[config.mk]
export PLATFORM = sky130hd
export DESIGN_NAME = robo_ambiente
export DESIGN_NICKNAME = d
export VERILOG_FILES = /design/src/rtl/robo_pkg.sv /design/src/rtl/robo_sensores.sv /design/src/rtl/robo_ambiente.sv
export SDC_FILE = /design/constraint.sdc
export NUM_CORES = 1
export LEC_CHECK = 0
export CORE_MARGIN = 3
export CORE_UTILIZATION = 35
export CTS_BUF_LIST = sky130_fd_sc_hd__clkbuf_8
export DETAILED_ROUTE_END_ITERATION = 12
export PLACE_DENSITY = 0.61
export SYNTH_ARGS = -nofsm -noshare
export SYNTH_HDL_FRONTEND = slang
export SYNTH_SLANG_ARGS = --single-unit
[constraint.sdc]
create_clock -name clock -period 6.15 [get_ports clock]
set_input_delay 1.845 -clock clock [delete_from_list [all_inputs] [get_ports clock]]
set_output_delay 1.845 -clock clock [all_outputs]
set_load 0.02 [all_outputs]
[src/rtl/robo_pkg.sv]
// Shared types for the wall-following robot environment: orientations, FSM states and
// neighbour offsets used for sensor lookup and forward moves.
package robo_pkg;

  typedef enum logic [1:0] {
    OriN = 2'b00,
    OriS = 2'b01,
    OriL = 2'b10,
    OriO = 2'b11
  } orient_t;

  typedef enum logic [2:0] {
    StIdle,
    StSense,
    StCmd,
    StDone,
    StErro
  } state_t;

  // Two's-complement row/column deltas of the cell ahead (h*) and to the left (l*).
  typedef struct packed {
    logic [1:0] hl;
    logic [1:0] hc;
    logic [1:0] ll;
    logic [1:0] lc;
  } viz_t;

  function automatic viz_t vizinhos(orient_t o);
    viz_t v;
    unique case (o)
      OriN: v = {2'b11, 2'b00, 2'b00, 2'b11};
      OriS: v = {2'b01, 2'b00, 2'b00, 2'b01};
      OriL: v = {2'b00, 2'b01, 2'b11, 2'b00};
      OriO: v = {2'b00, 2'b11, 2'b01, 2'b00};
    endcase
    return v;
  endfunction

  function automatic logic [4:0] desloca(logic [4:0] a, logic [1:0] d);
    return a + {{3{d[1]}}, d};
  endfunction

  function automatic orient_t gira_esq(orient_t o);
    orient_t r;
    unique case (o)
      OriN: r = OriO;
      OriO: r = OriS;
      OriS: r = OriL;
      OriL: r = OriN;
    endcase
    return r;
  endfunction

endpackage

[src/rtl/robo_sensores.sv]
// Combinational head/left lookup: pads the wall map with a border of walls so any neighbour
// outside the map reads as 1; also exports the cell ahead as the forward-move target.
module robo_sensores
  import robo_pkg::*;
#(
  parameter int unsigned N_LIN = 20,
  parameter int unsigned N_COL = 20
) (
  input  logic [N_COL:1] mapa [1:N_LIN],
  input  logic [4:0]     linha,
  input  logic [4:0]     coluna,
  input  orient_t        orient,
  output logic           head,
  output logic           left,
  output logic [4:0]     alvo_linha,
  output logic [4:0]     alvo_coluna
);

  viz_t       v;
  logic [4:0] esq_linha;
  logic [4:0] esq_coluna;
  logic [N_COL+1:0] pad [0:N_LIN+1];

  assign v           = vizinhos(orient);
  assign alvo_linha  = desloca(linha, v.hl);
  assign alvo_coluna = desloca(coluna, v.hc);
  assign esq_linha   = desloca(linha, v.ll);
  assign esq_coluna  = desloca(coluna, v.lc);

  always_comb begin
    for (int i = 0; i <= int'(N_LIN) + 1; i++) pad[i] = '1;
    for (int i = 1; i <= int'(N_LIN); i++) pad[i] = {1'b1, mapa[i], 1'b1};
  end

  assign head = pad[alvo_linha][alvo_coluna];
  assign left = pad[esq_linha][esq_coluna];

endmodule

[src/rtl/robo_ambiente.sv]
// Hardware environment for the wall-following robot: wall map, robot pose and move budget.
// Optional visited-cell counter enabled by defining ROBO_AMB_VISITADAS_EN.
module robo_ambiente
  import robo_pkg::*;
#(
  parameter int unsigned N_LIN = 20,
  parameter int unsigned N_COL = 20,
  parameter int unsigned W_MOV = 8
) (
  input  logic             clock,
  input  logic             reset,
  input  logic             map_we,
  input  logic [4:0]       map_addr,
  input  logic [N_COL:1]   map_wdata,
  input  logic             start,
  input  logic [4:0]       start_linha,
  input  logic [4:0]       start_coluna,
  input  logic [1:0]       start_orient,
  input  logic [W_MOV-1:0] start_mov,
  input  logic             avancar,
  input  logic             girar,
  output logic             head,
  output logic             left,
  output logic             sens_valid,
  output logic [4:0]       linha,
  output logic [4:0]       coluna,
  output logic [1:0]       orient,
  output logic [W_MOV-1:0] mov_rest,
`ifdef ROBO_AMB_VISITADAS_EN
  output logic [8:0]       visitadas,
`endif
  output logic             busy,
  output logic             done,
  output logic             erro
);

  localparam logic [4:0] LinMax = 5'(N_LIN);
  localparam logic [4:0] ColMax = 5'(N_COL);

  state_t           state_q, state_d;
  logic [4:0]       linha_q, linha_d, coluna_q, coluna_d;
  orient_t          orient_q, orient_d;
  logic [W_MOV-1:0] mov_q, mov_d;
  logic             head_q, head_d, left_q, left_d;
  logic [N_COL:1]   mapa_q [1:N_LIN];

  logic       sen_head, sen_left, start_ok;
  logic [4:0] alvo_linha, alvo_coluna;

  robo_sensores #(.N_LIN(N_LIN), .N_COL(N_COL)) u_sensores (
    .mapa       (mapa_q),
    .linha      (linha_q),
    .coluna     (coluna_q),
    .orient     (orient_q),
    .head       (sen_head),
    .left       (sen_left),
    .alvo_linha (alvo_linha),
    .alvo_coluna(alvo_coluna)
  );

  assign start_ok = (start_linha >= 5'd1) && (start_linha <= LinMax) &&
                    (start_coluna >= 5'd1) && (start_coluna <= ColMax) &&
                    !mapa_q[start_linha][start_coluna];

  // Map survives reset; writes are dropped when start is seen in the same cycle.
  always_ff @(posedge clock) begin
    if (state_q == StIdle && map_we && !start && map_addr >= 5'd1 && map_addr <= LinMax) begin
      mapa_q[map_addr] <= map_wdata;
    end
  end

  always_comb begin
    state_d  = state_q;
    linha_d  = linha_q;
    coluna_d = coluna_q;
    orient_d = orient_q;
    mov_d    = mov_q;
    head_d   = head_q;
    left_d   = left_q;
    unique case (state_q)
      StIdle: begin
        if (start) begin
          linha_d  = start_linha;
          coluna_d = start_coluna;
          orient_d = orient_t'(start_orient);
          mov_d    = start_mov;
          if (!start_ok)            state_d = StErro;
          else if (start_mov == '0) state_d = StDone;
          else                      state_d = StSense;
        end
      end
      StSense: begin
        head_d  = sen_head;
        left_d  = sen_left;
        state_d = StCmd;
      end
      StCmd: begin
        if (avancar && head_q) begin
          state_d = StErro;
        end else begin
          if (avancar) begin
            linha_d  = alvo_linha;
            coluna_d = alvo_coluna;
          end else if (girar) begin
            orient_d = gira_esq(orient_q);
          end
          mov_d   = mov_q - W_MOV'(1);
          state_d = (mov_q == W_MOV'(1)) ? StDone : StSense;
        end
      end
      StDone, StErro: ;
      default: state_d = StIdle;
    endcase
  end

  always_ff @(posedge clock) begin
    if (reset) begin
      state_q  <= StIdle;
      linha_q  <= '0;
      coluna_q <= '0;
      orient_q <= OriN;
      mov_q    <= '0;
      head_q   <= 1'b0;
      left_q   <= 1'b0;
    end else begin
      state_q  <= state_d;
      linha_q  <= linha_d;
      coluna_q <= coluna_d;
      orient_q <= orient_d;
      mov_q    <= mov_d;
      head_q   <= head_d;
      left_q   <= left_d;
    end
  end

`ifdef ROBO_AMB_VISITADAS_EN
  logic [N_COL:1] vis_q [1:N_LIN];
  logic [8:0]     vis_cnt_q;

  always_ff @(posedge clock) begin
    if (reset) begin
      vis_cnt_q <= '0;
    end else if (state_q == StIdle && start && start_ok) begin
      for (int i = 1; i <= int'(N_LIN); i++) vis_q[i] <= '0;
      vis_q[start_linha][start_coluna] <= 1'b1;
      vis_cnt_q <= 9'd1;
    end else if (state_q == StCmd && avancar && !head_q) begin
      vis_q[alvo_linha][alvo_coluna] <= 1'b1;
      if (!vis_q[alvo_linha][alvo_coluna] && vis_cnt_q != '1) vis_cnt_q <= vis_cnt_q + 9'd1;
    end
  end

  assign visitadas = vis_cnt_q;
`endif

  assign head       = head_q;
  assign left       = left_q;
  assign sens_valid = (state_q == StCmd);
  assign linha      = linha_q;
  assign coluna     = coluna_q;
  assign orient     = orient_q;
  assign mov_rest   = mov_q;
  assign busy       = (state_q == StSense) || (state_q == StCmd);
  assign done       = (state_q == StDone);
  assign erro       = (state_q == StErro);

endmodule
After elaboration in Yosys (flattened, before gate mapping). Index checks and enable logic that the tools add are counted.

Register bits: 425. Bits of input ports: 51. Output and inout bits: 26. Word-level logic and storage cells: 128.

Add/subtract/negate cells: 5. Order comparisons: 14. Eq/ne operators: 13. Muxes and demuxes: 42. Bitwise gates (word level): 5. Reduce and logical (&&, ||, !) cells: 22.

Operators with widths (count): $bwmux 400 (1); $bmux 22 s5 (2); $bmux 20 s5 (1); $demux 20 s5 (1); $mux 22 (4); $mux 20 (3); $pmux 8 s4 (1); $mux 5 (6); $ge 6x6->1 const B (4); $not 5->6 (4); $add 5x5->5 (4); $pmux 5 s2 (2); $lt 5x6->1 const B (3); $mux 8 (2); $pmux 8 s2 (1); $bmux 1 s5 (3); $ge 5x1->1 const B (3); $le 5x5->1 const B (3); $mux 2 (6); $pmux 3 s4 (1); $logic_and 1x1->1 (10); $ne 2x2->1 const B (5); $mux 3 (3); $eq 8x1->1 const B (1); 22 further kinds (27).

Logic depth before layout (Yosys ltp). Gate-level depths: netlist of the first run.

Depth in word-level cells: 11. Depth in mapped cells: 18. Gate-level depth less buffers: 15.

Cells and area by module. Synthesis of the first run repeated with hierarchy kept, for this count alone.

Cells, all modules: 2013. Area, all modules: 25528.2 um^2.

By module, submodules not included: robo_ambiente (instances 1, cells each 983, area each 17157.7 um^2, seq. area each 12512.0 um^2); robo_sensores (instances 1, cells each 1030, area each 8370.5 um^2, seq. area each 0.0 um^2).

Worst setup path after synthesis of the first run. OpenSTA, ideal clock, no wires.

Path kind: input to register. Start: input start. End: register mapa_q[80] (netlist bit) (enable). Setup time: 422 ps. Arrival time: 4439 ps. Required time: 5728 ps. Path slack: 1289 ps. Cell stages on the path: 6. Buffers on the path: 1. Cells stage by stage: or2_2 clkbuf_1 nor4_1 nand3_1 or2_2 nor3_1.

Longest elaborated chain between the ends: 4.

RTL lines: start, declared (line robo_ambiente.sv:15) `input logic start,`; $logic_not 1->1 (line robo_ambiente.sv:67) `if (state_q == StIdle && map_we && !start && map_addr >= 5'd1 && map_addr <= LinMax) begin`; $logic_and 1x1->1 (3 in series) (line robo_ambiente.sv:67); end signal, assigned by index (line robo_ambiente.sv:68) `mapa_q[map_addr] <= map_wdata;`; end, declared (line robo_ambiente.sv:45) `logic [N_COL:1] mapa_q [1:N_LIN];`.

No other way between the ends. A chain may end at the register's enable or synchronous reset.

Worst setup path after layout of the first run.
Start: input start_linha[0]. End: register state_q[1].

Longest elaborated chain between the ends: 11. Elaborated cells on any way between the ends: 16. Classes of those cells: 2 x order compare; 8 x mux; 1 x bitwise; 5 x reduce/logical.

RTL lines: start, declared (line robo_ambiente.sv:16) `input logic [4:0] start_linha,`; $not 5->6 (implied by the code) (line robo_ambiente.sv:63) `!mapa_q[start_linha][start_coluna];`; $bmux 20 s5 (line robo_ambiente.sv:63); $mux 20 (implied by the code) (2 in series) (line robo_ambiente.sv:63); $bmux 1 s5 (line robo_ambiente.sv:63); $mux 1 (implied by the code) (line robo_ambiente.sv:63); $logic_not 1->1 (line robo_ambiente.sv:63); $logic_and 1x1->1 * (line robo_ambiente.sv:62) `(start_coluna >= 5'd1) && (start_coluna <= ColMax) &&`; $mux 3 * (line robo_ambiente.sv:87) `if (!start_ok) state_d = StErro;`; $mux 3 * (line robo_ambiente.sv:82) `if (start) begin`; $pmux 3 s4 * (line robo_ambiente.sv:80) `unique case (state_q)`; end signal, assigned (line robo_ambiente.sv:118) `state_q <= StIdle;`; end signal, assigned (line robo_ambiente.sv:126) `state_q <= state_d;`; end, declared (line robo_ambiente.sv:40) `state_t state_q, state_d;`.

Mark *: on every way between the ends. The rest lies on a longest branch, timed or not. The select of a mux whose other input is x is not followed.

==> results_dict.tcl, run 1 <==
set metrics [dict create \
    vias 19900 \
    grt_setup_unrepaired "no" \
    critPathCaptureType "register" \
    setup_viol 0 \
    drc 0 \
    cts_hold_buf 0 \
    antenna_left 0 \
    die_width_um 272.9 \
    critPathKind "input pin to register" \
    pwr-share-clk 0.290 \
    grt_usage 0.2501 \
    status "finished, final reports clean" \
    critPathMaxStageDelay_ns 1.12 \
    core_mm2 0.07027 \
    row_count 97 \
    async_flop_share 0 \
    netSwitchingFraction 0.3553 \
    synth.cell_area_mm2 0.02493 \
    tightestPinTransition_ns 1.466 \
    p_leak_nw 9.656 \
    cp.required_ns 6.69 \
    irDropWorstVdd_uv 178.1 \
    die-area_mm2 0.07448 \
    pwr_density_cell_mw_per_mm2 297.1 \
    p_sw_mw 3.009 \
    cts_tree "done" \
    post_cts_resized 0 \
    dieHeight_um 272.9 \
    nFillCells 6432 \
    post_cts_buffers 0 \
    critPathLaunchType "input pin" \
    ys_warn_count 0 \
    clock_skew_ns 0.04837 \
    cp_slowest_cell "nor2b_2" \
    wire_per_inst_um 31.05 \
    vias_per_cell 6.558 \
    comb_power_share 0.330 \
    synthCells 1960 \
    initial_core_util 0.3548 \
    drv_cap 0 \
    grt_pass1_wl_um 135800 \
    dpl.hpwl_um 61960 \
    gp_congestion 0.9914 \
    overflow 0 \
    ys.flop_type "edfxtp_1" \
    drt_iter0_markers 2822 \
    seq_power_share 0.380 \
    htree_levels 3 \
    fmax_mhz 194.1 \
    path_max_fanout 51 \
    dr.pass1.iters 6 \
    numPortBuffers 76 \
    worstPathArrival_ns 5.69 \
    antenna_found_initial 1 \
    nets 2119 \
    io-pin-count 77 \
    cp_cell_sequence "buf_6 > nor2b_2 > a221oi_1 > o21ai_0 > a22o_1 > nand2_1 > o311a_1 > nor4b_1 > buf_4 > or3_1 > a21oi_1" \
    cts_buffers 75 \
    path_clk_slew_ns 0.06 \
    synth_seq_cells 425 \
    areaGrowthSynthToFinish_pct 14.32 \
    slew_headroom 0.02058 \
    cts_root_buffer "clkbuf_8" \
    grt_pass1_vias 19710 \
    hold_path_class "register to register" \
    synth_edf_count 400 \
    syn_nets 2037 \
    grt_start_max_net_pins 77 \
    cts.sinks 425 \
    drive_gt1_frac 0.2150 \
    final_core_util 0.4056 \
    ys_seq_area_frac 0.5018 \
    cts_buffer_depth 3 \
    routed_wl_um 94200 \
    finalCritPeriodShare 0.8376 \
    avgSynthCellArea_um2 12.72 \
    yosysUniqueCellTypes 69 \
    period_needed_ns 5.151 \
    hold_viol 0 \
    setup_tns_ns 0 \
    clk-insertion-delay-late_ns 0.69 \
    p_int_mw 5.459 \
    slew_violations 0 \
]
[sequential cells by signal (all words and copies together), names as in the netlist]
name and flops:
orient 2, state_q 3, mapa_q 400, mov_rest 8
head 1, left 1, linha 5, coluna 5
[final timing paths]
kind                            depth (start not counted)          end      startpoint  slack, ns
worst min-delay path                                    2  mov_rest[6]     mov_rest[6]       0.52
worst max-delay path                                   11   state_q[1]  start_linha[0]        1.0
worst max register to register                         16         head       orient[0]       1.19
worst min register to register                          2  mov_rest[6]     mov_rest[6]       0.52
[synthesized netlist by cell type (all sizes together) (9+ instances only)]
cell type	n	area [µm²]
a211oi	29	217.7
a21o	9	67.56
a21oi	109	545.5
a221o	18	180.2
a221oi	47	411.6
a22oi	10	75.07
a31oi	17	106.4
buf	52	269.0
clkbuf	121	454.2
dfxtp	25	500.5
edfxtp	400	12010
ha	22	275.3
inv	14	52.55
mux2	52	585.6
mux2i	132	1321
mux4	170	3829
nand2	180	675.7
nand2b	10	62.56
nand3	46	230.2
nor2	140	525.5
nor2b	10	62.56
nor3	37	185.2
nor4	10	62.56
o2111ai	9	78.83
o211ai	16	120.1
o21ai	82	410.4
o221ai	35	306.5
o22ai	12	75.07
o311ai	11	96.34
o31ai	11	82.58
or2	12	75.08
xnor2	12	112.6
xor2	10	87.58
[power groups by stage]
| stage | combinational, mW | clock [mW] | sequential (mW) |
|---|---|---|---|
| 3_3_place_gp | 2.69 | 0 | 3.28 |
| 5_1_grt | 2.90 | 2.64 | 3.22 |
| 3_5_place_dp | 2.71 | 0 | 3.28 |
| 6_report | 2.79 | 2.45 | 3.22 |
| 4_1_cts | 2.72 | 2.50 | 3.22 |
| 2_1_floorplan | 1.65 | 0 | 3.28 |
[layer usage]
| layer | wire (µm) | track usage | vias to the layer above |
|---|---|---|---|
| li1 | - | - | 8084 |
| met1 | 35410 | 0.3261 | 10010 |
| met2 | 42890 | 0.3937 | 1496 |
| met3 | 11110 | 0.05838 | 303 |
| met4 | 4792 | 0.1210 | 0 |
| met5 | 0 | 0 | - |
[stage by stage]
stage / cell area (µm²) / cells / total power, mW / worst slack, ns / hold WS [ns]
after floorplan: 24930 / 1960 / 4.936 / 1.289 / 0.5543
after global placement: 27160 / 2905 / 5.972 / 0.6092 / 0.4988
after detailed placement: 27160 / 2905 / 5.995 / 0.6286 / 0.5144
after CTS: 28500 / 3033 / 8.444 / 1.154 / 0.5219
after global routing: 28500 / 3034 / 8.757 / 1.020 / 0.5576
final: 28500 / 3034 / 8.468 / 0.9985 / 0.5178
[cell families after synthesis]
kind of cell,synth area share
simple gates,0.08536
compound gates,0.1294
flops,0.5018
mux,0.2300
buf+inv,0.03111
fa+ha+maj,0.01425
xor+xnor,0.008029
[worst max-delay path, delay by kind of cell]
| kind | cells | cell delay, ns |
|---|---|---|
| simple gates | 4 | 1.94 |
| compound gates | 5 | 1.05 |
| buf+inv | 2 | 0.78 |
[cells in the final DEF, fill, tap and decap left out, types with 41 or more instances in the layout]
master	instances
nand2_1	180
mux2i_1	132
edfxtp_1	400
mux4_2	170
nand3_1	46
buf_4	96
o21ai_0	78
a21oi_1	109
a221oi_1	47
clkbuf_8	76
clkdlybuf4s50_1	72
mux2_2	41
nor2_1	123
[cell type report]
class,count,area (µm²),share of cell area
inverter,14,52.55,0.001844
antenna,1,2.502,0.00008779
clock inverter,52,294.0,0.01032
sequential,425,12510,0.4389
clock buffer,76,1046,0.03670
timing repair buffer,178,1603,0.05623
tap,940,1176,0.04126
multi-input combinational,1348,11820,0.4146
Power figures use the tool's default switching activity.
==> inputs of run 2 (changes only) <==
==> constraint.sdc (replaced) <==
create_clock -name clock -period 4.8 [get_ports clock]
set_input_delay 1.44 -clock clock [delete_from_list [all_inputs] [get_ports clock]]
set_output_delay 1.44 -clock clock [all_outputs]
set_load 0.02 [all_outputs]
==> results_dict.tcl, run 2 (synthesized netlist as in run 1, its figures left out) <==
set metrics [dict create \
    cts_buffers 76 \
    status "finished, final reports clean" \
    drv_cap 0 \
    critPathMaxStageDelay_ns 0.80 \
    reg2reg_to "head" \
    numPortBuffers 76 \
    routed_wl_um 95660 \
    mostFrequentLayoutCells "400 x edfxtp_1, 180 x nand2_1, 170 x mux4_2" \
    drc 0 \
    grt_start_max_net_pins 54 \
    wire_per_inst_um 30.92 \
    finalCritPeriodShare 0.9382 \
    vias 19960 \
    tightestPinTransition_ns 1.197 \
    grt_usage 0.2539 \
    overflow 0 \
    cp_cell_sequence "inv_1 > ha_1 > or2_2 > ha_4 > inv_1 > fa_4 > nor2b_1 > buf_4 > a21oi_1 > o221ai_1 > o221a_2 > o32ai_1 > o22ai_1 > o21ai_0 > nand4b_1" \
    setup_viol 0 \
    antenna_found_initial 1 \
    post_cts_resized 0 \
    areaGrowthSynthToFinish_pct 17.40 \
    cts_hold_buf 0 \
    antenna_left 0 \
    worstPathArrival_ns 5.05 \
    cts.sinks 425 \
    cp-startpoint "orient[1]" \
    drive_gt1_frac 0.2429 \
    die_width_um 272.9 \
    worstSetupPathDepth 15 \
    ff2ff_setup_slack_ns 0.30 \
    nets 2179 \
    slew_headroom 0.1992 \
    row_count 97 \
    layout_commonest_cell "edfxtp_1" \
    hold_ws_ns 0.5051 \
    core_mm2 0.07027 \
    hold_viol 0 \
    dpl.hpwl_um 64860 \
    dr.pass1.iters 6 \
    r2r-start "orient[1]" \
    period_needed_ns 4.503 \
    cts_tree "done" \
    largest_reg_flops 400 \
    drt_iter0_markers 2928 \
    dieHeight_um 272.9 \
    endpoint "head" \
    cp_common_cell "inv_1" \
    path_clk_slew_ns 0.07 \
    nFillCells 6436 \
    grt_pass1_wl_um 138300 \
    hold_path_class "register to register" \
    io-pin-count 77 \
    setup_tns_ns 0 \
    cp_top_family "compound AO/OA/AOI/OAI gates" \
    die-area_mm2 0.07448 \
    clock_skew_ns 0.03753 \
    cp_slowest_cell "fa_4" \
    rr_worst_depth 15 \
    cts_root_buffer "clkbuf_8" \
    irDropWorstVdd_uv 179.5 \
    ff_latch_area_mm2 0.01251 \
    grt_setup_unrepaired "no" \
    path_max_fanout 17 \
    critPathCaptureType "register" \
    critPathKind "register to register" \
    p_leak_nw 10.05 \
    gp_congestion 1.003 \
    fmax_mhz 222.1 \
    vias_per_cell 6.452 \
    grt_pass1_vias 19620 \
    cp.required_ns 5.34 \
    p_total_mw 11.23 \
    post_cts_buffers 0 \
    pwr_density_cell_mw_per_mm2 383.7 \
    slew_violations 0 \
    top_register "mapa_q" \
    cp.buffers_inverters 3 \
    htree_levels 3 \
    multi_input_area_mm2 0.01182 \
    critPathLaunchType "register" \
    cts_buffer_depth 3 \
    initial_core_util 0.3548 \
    clk-insertion-delay-late_ns 0.70 \
]
-- run 2: cell count changes in the layout (fill, tap and decap cells not counted), sizes merged --
cell / delta
buf: +59
clkbuf: +3
clkinvlp: +4
clkinv: -3
bufinv: +1
inv: -4
-- run 2: how the worst min path moves through the flow --
stage                start           to  slack [ns]  cells past startpoint
2_1_floorplan  mov_rest[6]  mov_rest[6]        0.55                      2
3_3_place_gp   mov_rest[6]  mov_rest[6]        0.48                      2
3_5_place_dp   mov_rest[6]  mov_rest[6]        0.50                      2
4_1_cts        mov_rest[6]  mov_rest[6]        0.51                      2
5_1_grt        mov_rest[6]  mov_rest[6]        0.56                      2
6_report       mov_rest[6]  mov_rest[6]        0.51                      2
-- run 2: layout make-up --
cell class / count / area share
Antenna cell: 1 / 0.00008549
Clock buffer: 79 / 0.03714
Clock inverter: 50 / 0.01154
Inverter: 14 / 0.001795
Multi-Input combinational cell: 1348 / 0.4038
Sequential cell: 425 / 0.4274
Tap cell: 940 / 0.04018
Timing Repair Buffer: 237 / 0.07801
-- run 2: metrics by stage --
stage / setup WS, ns / util / cells / area, µm²
floorplan: 0.3442 / - / 1960 / 24930
global placement: 0.1835 / 0.3962 / 2964 / 27840
detailed placement: 0.1412 / 0.3962 / 2964 / 27840
CTS: 0.4071 / 0.4165 / 3093 / 29270
global route: 0.06604 / 0.4166 / 3094 / 29270
finish: 0.2965 / 0.4166 / 3094 / 29270
-- run 2: worst register-to-register path, cell delays in order, from the launching register on --
cell      delay, ns
dfxtp_1        0.39
inv_1          0.10
ha_1           0.20
or2_2          0.36
ha_4           0.18
inv_1          0.07
fa_4           0.80
nor2b_1        0.30
buf_4          0.29
a21oi_1        0.21
o221ai_1       0.15
o221a_2        0.31
o32ai_1        0.57
o22ai_1        0.18
o21ai_0        0.18
nand4b_1       0.11
-- run 2: per-layer routing --
metal  vias up  part of all wire  global-route usage
met1      9942              0.38              0.3441
li1       8207                 -                   -
met4         0             0.054              0.1178
met3       283              0.12             0.05593
met5         -                 0                   0
met2      1529              0.44              0.3891
-- run 2: power by group --
part / leakage (nW) / switching, mW / total (mW) / internal [mW]
registers: 3.80 / 0.0420 / 4.13 / 4.09
logic: 5.45 / 2.37 / 3.79 / 1.43
clock network: 0.791 / 1.57 / 3.31 / 1.74
